<file path="config.mk">
export PLATFORM = sky130hd
export DESIGN_NAME = register_file_multiport
export DESIGN_NICKNAME = d
export VERILOG_FILES = /design/src/rtl/register_file_pkg.sv /design/src/rtl/register_file_write_arbiter.sv /design/src/rtl/register_file_multiport.sv
export SDC_FILE = /design/constraint.sdc
export NUM_CORES = 2
export LEC_CHECK = 0
export CORE_UTILIZATION = 30
export CTS_BUF_LIST = sky130_fd_sc_hd__clkbuf_8
export DETAILED_ROUTE_END_ITERATION = 7
export GPL_ROUTABILITY_DRIVEN = 0
export PLACE_DENSITY = 0.54
export SLEW_MARGIN = 20
export SYNTH_ARGS = -nofsm -noshare
export SYNTH_HDL_FRONTEND = slang
export SYNTH_SLANG_ARGS = --single-unit
export TNS_END_PERCENT = 1
</file>
<file path="constraint.sdc">
create_clock -name clock -period 5.05 [get_ports clock]
set_clock_uncertainty 0.1 [all_clocks]
set_input_delay 1.01 -clock clock [delete_from_list [all_inputs] [get_ports clock]]
set_output_delay 1.01 -clock clock [all_outputs]
set_load 0.05 [all_outputs]
</file>
<file path="src/rtl/register_file_pkg.sv">
// register_file_pkg: shared FSM state type for the multiport register file
package register_file_pkg;
   typedef enum logic [0:0] {RF_IDLE = 1'b0, RF_CLEAR = 1'b1} rf_state_t;
endpackage

</file>
<file path="src/rtl/register_file_write_arbiter.sv">
// register_file_write_arbiter: per-register merge of write ports, highest port wins
module register_file_write_arbiter #(
   parameter int DATA_WIDTH = 32,
   parameter int REG_COUNT = 32,
   parameter int WRITE_PORTS = 1,
   parameter int ZERO_REG = 1,
   parameter int ADDR_W = $clog2(REG_COUNT)
) (
   input logic [WRITE_PORTS-1:0] write_enable,
   input logic [WRITE_PORTS-1:0][ADDR_W-1:0] write_selector,
   input logic [WRITE_PORTS-1:0][DATA_WIDTH-1:0] write_value,
   output logic [REG_COUNT-1:0] reg_enable,
   output logic [REG_COUNT-1:0][DATA_WIDTH-1:0] reg_value,
   output logic conflict
);
   always_comb begin
      reg_enable = '0;
      reg_value = '0;
      conflict = 1'b0;
      for (int r = 0; r < REG_COUNT; r++)
         for (int p = 0; p < WRITE_PORTS; p++)
            if (write_enable[p] && write_selector[p] == ADDR_W'(r) && !(ZERO_REG != 0 && r == 0)) begin
               conflict = conflict | reg_enable[r];
               reg_enable[r] = 1'b1;
               reg_value[r] = write_value[p];
            end
   end
endmodule

</file>
<file path="src/rtl/register_file_multiport.sv">
// register_file_multiport: parametrised N-read/M-write register file with bypass and clear sweep
module register_file_multiport
   import register_file_pkg::*;
#(
   parameter int DATA_WIDTH = 32,
   parameter int REG_COUNT = 32,
   parameter int READ_PORTS = 2,
   parameter int WRITE_PORTS = 1,
   parameter int ZERO_REG = 1,
   parameter int BYPASS = 1,
   localparam int ADDR_W = $clog2(REG_COUNT)
) (
   input logic clock,
   input logic reset_n,
   input logic clear_request,
   output logic busy,
   input logic [WRITE_PORTS-1:0] write_enable,
   input logic [WRITE_PORTS-1:0][ADDR_W-1:0] write_selector,
   input logic [WRITE_PORTS-1:0][DATA_WIDTH-1:0] write_value,
   input logic [READ_PORTS-1:0][ADDR_W-1:0] read_selector,
   output logic [READ_PORTS-1:0][DATA_WIDTH-1:0] read_value,
   output logic write_conflict
);
   rf_state_t state;
   logic [ADDR_W-1:0] index;
   logic [DATA_WIDTH-1:0] regs [REG_COUNT];
   logic [WRITE_PORTS-1:0] enable_gated;
   logic [REG_COUNT-1:0] reg_enable;
   logic [REG_COUNT-1:0][DATA_WIDTH-1:0] reg_value;
   logic [READ_PORTS-1:0][DATA_WIDTH-1:0] next_read;
   logic conflict;
   // writes are dropped during a sweep and in the cycle that launches one
   assign enable_gated = write_enable & {WRITE_PORTS{state == RF_IDLE && !clear_request}};
   assign busy = state == RF_CLEAR;
   register_file_write_arbiter #(
      .DATA_WIDTH(DATA_WIDTH),
      .REG_COUNT(REG_COUNT),
      .WRITE_PORTS(WRITE_PORTS),
      .ZERO_REG(ZERO_REG),
      .ADDR_W(ADDR_W)
   ) u_arbiter (
      .write_enable(enable_gated),
      .write_selector(write_selector),
      .write_value(write_value),
      .reg_enable(reg_enable),
      .reg_value(reg_value),
      .conflict(conflict)
   );
   always_ff @(posedge clock or negedge reset_n)
      if (!reset_n) begin
         state <= RF_CLEAR;
         index <= '0;
      end else if (state == RF_CLEAR) begin
         index <= index + 1'b1;
         if (index == ADDR_W'(REG_COUNT - 1)) state <= RF_IDLE;
      end else if (clear_request) begin
         state <= RF_CLEAR;
         index <= '0;
      end
   always_ff @(posedge clock)
      if (state == RF_CLEAR) regs[index] <= '0;
      else
         for (int r = 0; r < REG_COUNT; r++)
            if (reg_enable[r]) regs[r] <= reg_value[r];
   always_comb begin
      next_read = '0;
      for (int p = 0; p < READ_PORTS; p++)
         next_read[p] = (state == RF_CLEAR || (ZERO_REG != 0 && read_selector[p] == '0)) ? '0 :
                        (BYPASS != 0 && reg_enable[read_selector[p]]) ? reg_value[read_selector[p]] :
                        regs[read_selector[p]];
   end
   always_ff @(posedge clock or negedge reset_n)
      if (!reset_n) begin
         read_value <= '0;
         write_conflict <= 1'b0;
      end else begin
         read_value <= next_read;
         write_conflict <= conflict;
      end
endmodule
</file>
# == Yosys cells after proc, flatten, opt, wreduce, memory -nomap -nowiden ==
# Memories as Yosys holds them, arrays and structs flattened.
# Index checks and enable logic that the tools add are counted.
# totals
mem_count,1
elab_cells,378
output_inout_bits,66
ramBits,1024
input_bits,51
regBits,70
# memory_table
name,words,width,read_ports,rd_clocked_by_memory_dff,wr,line_no,text
regs,32,32,2,0,1,register_file_multiport.sv:26,logic [DATA_WIDTH-1:0] regs [REG_COUNT];
# op_classes
bitwise,2
eq_ne,32
reduce_logical,69
order_cmp,2
add_sub_neg,1
muxes,267
# ops
cell,n
$mux W32,68
$reduce_or A32 Y1,31
$bmux W32 S5,2
$mux W5,33
$mux W1,162
$eq A5 B5 Y1 const B,17
$eq A5 B4 Y1 const B,8
$logic_and A1 B1 Y1,32
$eq A5 B3 Y1 const B,4
$lt A5 B6 Y1 const B,2
$bmux W1 S5,2
$eq A5 B2 Y1 const B,2
$logic_not A5 Y1,2
$add A5 B1 Y5 const B,1
$eq A5 B1 Y1 const B,1
$logic_or A1 B1 Y1,2
$reduce_bool A2 Y1,1
$and A1 B1 Y1,1
$logic_not A1 Y1,1
$not A1 Y1,1

# == Depth between registers and ports, before layout ==
# depth
ltp_word,40
ltp_mapped,11

# == Cells and area by module ==
# From an unflattened synthesis, not the netlist that was laid out.
# unflattened
cells_unflattened,6540
hier_area_um2,81215.4
# modules_own_cells
mod,area_each_um2,instances,seq_area_each_um2,cells_per_inst
register_file_multiport,75284.7,1,32527.4,5163
register_file_write_arbiter,5930.7,1,0.0,1377

# == Worst setup path after synthesis ==
# Ideal clock, no wire load.
# synth_path
kind,register to register
start,reg state (netlist: busy)
end,"mem regs[12][0], enable pin"
path_stages_with_launch,5
slack_ns,0.804
setup_time_ns,0.466
arrival_time_ns,3.681
cell_sequence,dfstp_2 > buf_6 > clkbuf_1 > nand2_1 > o21ai_0
# synth_between
elab_chain_len,40
elab_cells_between_ends,253
# synth_rtl
element,line_no,text
"start, declared",register_file_multiport.sv:24,rf_state_t state;
"start signal, assigned",register_file_multiport.sv:51,state <= RF_CLEAR;
"start signal, assigned",register_file_multiport.sv:55,if (index == ADDR_W'(REG_COUNT - 1)) state <= RF_IDLE;
"start signal, assigned",register_file_multiport.sv:57,state <= RF_CLEAR;
$not A1 Y1,register_file_multiport.sv:33,assign enable_gated = write_enable & {WRITE_PORTS{state == RF_IDLE && !clear_request}};
$logic_and A1 B1 Y1,register_file_multiport.sv:33,
$and A1 B1 Y1,register_file_multiport.sv:33,
$logic_and A1 B1 Y1,register_file_write_arbiter.sv:22,if (write_enable[p] && write_selector[p] == ADDR_W'(r) && !(ZERO_REG != 0 && r == 0)) begin
$mux W1,register_file_write_arbiter.sv:22,
$mux W1,register_file_multiport.sv:64,if (reg_enable[r]) regs[r] <= reg_value[r];
$mux W1,register_file_multiport.sv:61,if (state == RF_CLEAR) regs[index] <= '0;
$mux W1 (implied by the code),register_file_multiport.sv:64,
$reduce_or A32 Y1 (no line),-,
$mux W5 (no line) or $mux W1 (tied branches) (31 in a row),-,
"end, declared",register_file_multiport.sv:26,
# Several ways; a longest one is shown, not always the timed one.

# == Worst setup path in the final report ==
# layout_path
start,reg state (netlist: busy)
end,out busy
# layout_lines
element,line_no,text
"end, declared",register_file_multiport.sv:16,"output logic busy,"
# No word-level cell between the ends.

==> results.py <==
metrics = {
    "status": {
        "status": "complete, no violations",
    },
    "timing": {
        "setup_viol": 0,
        "hold_viol": 0,
        "setup_ws_ps": 1125,
        "finalCritPeriodShare": 0.7772,
        "hold_ws_ps": 479.0,
        "slew_headroom": 0.2757,
        "rsz0062_at_grt": "false",
        "worst_pin_slew_ps": 1083,
        "fin_tns_setup_ps": 0,
        "report.final.slew_viol_count": 0,
        "max_freq_mhz": 254.8,
        "fin_crit_ps": 3925,
    },
    "critical_path": {
        "start_kind": "register",
        "cp.arrival_ps": 2810,
        "r2r_setup_slack_ps": 1600,
        "cp_num_buf_inv": 1,
        "cp.depth": 1,
        "path_cells": "clkdlybuf4s50_1",
        "r2r-start": "busy",
        "rr_worst_depth": 3,
        "path_class": "reg -> out",
        "cp_max_fo": 21,
        "endpoint_kind": "output pin",
        "cpMaxStageDelayCell": "clkdlybuf4s50_1",
        "critPathMaxStageDelay_ps": 1010,
        "required_ps": 3940,
        "critPathTopFamily": "buffers and inverters",
        "rr_endpoint": "regs[24][18]",
    },
    "final_layout": {
        "drive_above_1_share": 0.2630,
        "n_fill_cell": 18130,
        "area_delta_synth_final_pct": 14.02,
        "multi_input_area_mm2": 0.02409,
        "post-route-util": 0.3439,
        "nets": 4074,
        "ff_latch_area_mm2": 0.03154,
    },
    "routing": {
        "via_count": 39030,
        "post-route-drc-count": 0,
        "drtIter0Drc": 5185,
        "post_drt_wl_per_cell_um": 32.73,
        "finalWirelength_mm": 218.8,
        "dr.pass1.iters": 6,
        "ant_nets": 0,
        "viasPerCell": 5.840,
    },
    "yosys": {
        "syn_inst": 4008,
        "yosys_warnings": 0,
        "yosysTopAreaCell": "edfxtp_1",
        "synth-seq-cells": 1062,
        "synth_most_common_cell": "edfxtp_1",
        "synth_commonest_cells": "992 x edfxtp_1, 493 x mux4_2, 486 x and3_1, 456 x and2_1, 340 x clkbuf_1",
        "synth-xor-area-share": 0.001659,
        "synth_top_family_by_area": "multiplexers",
        "synth_flop_cell": "edfxtp_1",
        "synth-async-reset-ratio": 0.06591,
        "seq_area_frac_synth": 0.5504,
        "ys_top_cells_by_area": "edfxtp_1 52%, mux4_2 19%, and3_1 5.3%",
        "synthAdderAreaFrac": 0.001092,
        "yosysUniqueCellTypes": 82,
        "synthMuxAreaShare": 0.2155,
        "synth.avg_cell_area_um2": 14.30,
        "synth_top_cell_area_share": 0.5198,
        "synth-simple-area-share": 0.1383,
        "synth-edff-count": 992,
        "synth_area_mm2": 0.05731,
        "syn_nets": 4064,
        "synth_compound_area_frac": 0.05342,
    },
    "power_and_ir_drop": {
        "peakVddDrop_mv": 0.2850,
        "total_power_mw": 22.93,
        "p_per_area_mw_per_mm2": 351.0,
        "p_leak_nw": 23.39,
    },
    "floorplanning": {
        "initial_core_util": 0.3017,
        "coreArea_mm2": 0.1900,
        "die_area_mm2": 0.1928,
        "rows": 160,
        "die_w_um": 439.1,
        "io_pins": 117,
        "die_y_um": 439.1,
    },
    "clocking": {
        "cts_sinks": 1062,
        "clock_latency_ps": 930,
        "clk_pin_slew_ps": 60,
        "cts_buffers": 177,
        "cts_tree": "built",
        "cts_root_buf": "clkbuf_8",
        "cts_setup_buffers": 0,
        "clockBufferDepth": 3,
        "h-tree-depth": 4,
    },
    "global_route": {
        "grt_util_met3": 0.04170,
        "met1_usage": 0.2806,
        "antenna_found_initial": 18,
        "grt_use_met2": 0.3711,
        "grt_max_degree": 120,
        "grt.total_usage": 0.2239,
        "grt-ovfl-total": 0,
        "busiest_layer": "met2",
        "grt_pass1_vias": 39340,
        "grt_pass1_wl_mm": 305.0,
    },
    "place": {
        "port-buffer-count": 115,
        "post-place-ws_ps": 634.4,
        "dp_hpwl_mm": 130.8,
    },
    "min_path": {
        "hold_class": "in -> async",
    },
    "job": {
        "cap_violations": 0,
    },
}
-- through the flow --
| step | cells | cell area, µm² |
|---|---|---|
| CTS | 6674 | 65330 |
| detailed placement | 6349 | 62030 |
| global route | 6682 | 65340 |
| floorplan | 4008 | 57310 |
| finish | 6684 | 65340 |
| global placement | 6349 | 62050 |
-- final cells by class --
type	count	area share
antenna	10	0.0003830
clock buffer	192	0.04044
clock inverter	132	0.009880
inverter	16	0.0009574
multi-input combinational	2432	0.3687
sequential	1062	0.4827
tap	2511	0.04808
timing repair buffer	329	0.04885
-- metal layers --
metal,up-vias,wire (µm)
li1,15840,-
met1,20520,82760
met2,2207,106500
met3,461,18670
met4,2,10790
met5,-,14
-- how the worst max path moves through the flow --
stage                      startpoint              to
floorplan                        busy     regs[12][0]
global placement    write_selector[0]  read_value[10]
detailed placement  write_selector[0]  read_value[10]
CTS                              busy            busy
global route                     busy            busy
finish                           busy            busy
-- cell usage in the layout, fill, tap and decap left out, types with 13 or more instances in the layout --
cell type,Yosys,routed
a21oi_1,67,67
a221o_1,13,13
a221oi_1,57,57
a22o_1,28,28
a22oi_1,22,22
a31oi_1,26,26
and2_1,456,454
and3_1,486,483
buf_12,0,37
buf_4,38,179
clkbuf_8,0,192
clkdlybuf4s50_1,0,98
clkinv_1,0,41
clkinv_2,0,19
dfrtp_1,69,69
edfxtp_1,992,992
inv_1,15,78
mux2_2,71,71
mux2i_1,45,45
mux4_2,493,493
nand2_1,113,113
nand3_1,38,38
nor2_1,89,74
nor2b_1,23,17
nor3_1,111,109
o21a_1,13,13
o21ai_0,90,89
o22ai_1,53,30
o22ai_4,0,24
-- where the power goes --
group / switching (mW) / internal (mW) / leakage (nW) / total, mW
clock network: 3.67 / 3.69 / 1.92 / 7.36
logic: 2.91 / 1.57 / 11.3 / 4.47
registers: 0.484 / 10.6 / 10.2 / 11.1
-- sequential cells by signal, indices dropped and copies added, names as in the netlist --
| register | count |
|---|---|
| regs | 992 |
| busy | 1 |
| read_value | 64 |
| index | 5 |
-- repair_timing --
item                      4_1_cts  5_1_grt
resized for setup               0        0
hold endpoints to repair       32        0
hold buffers                    1        0
-- kinds of logic after synthesis --
group | count (synthesis)
other | 1
flip-flops | 1062
buffers and inverters | 514
multiplexers | 609
XOR/XNOR | 10
AO/OA/AOI/OAI | 442
AND/OR/NAND/NOR | 1365
adder cells (fa/ha/maj) | 5
(Power assumes the default switching activity.)
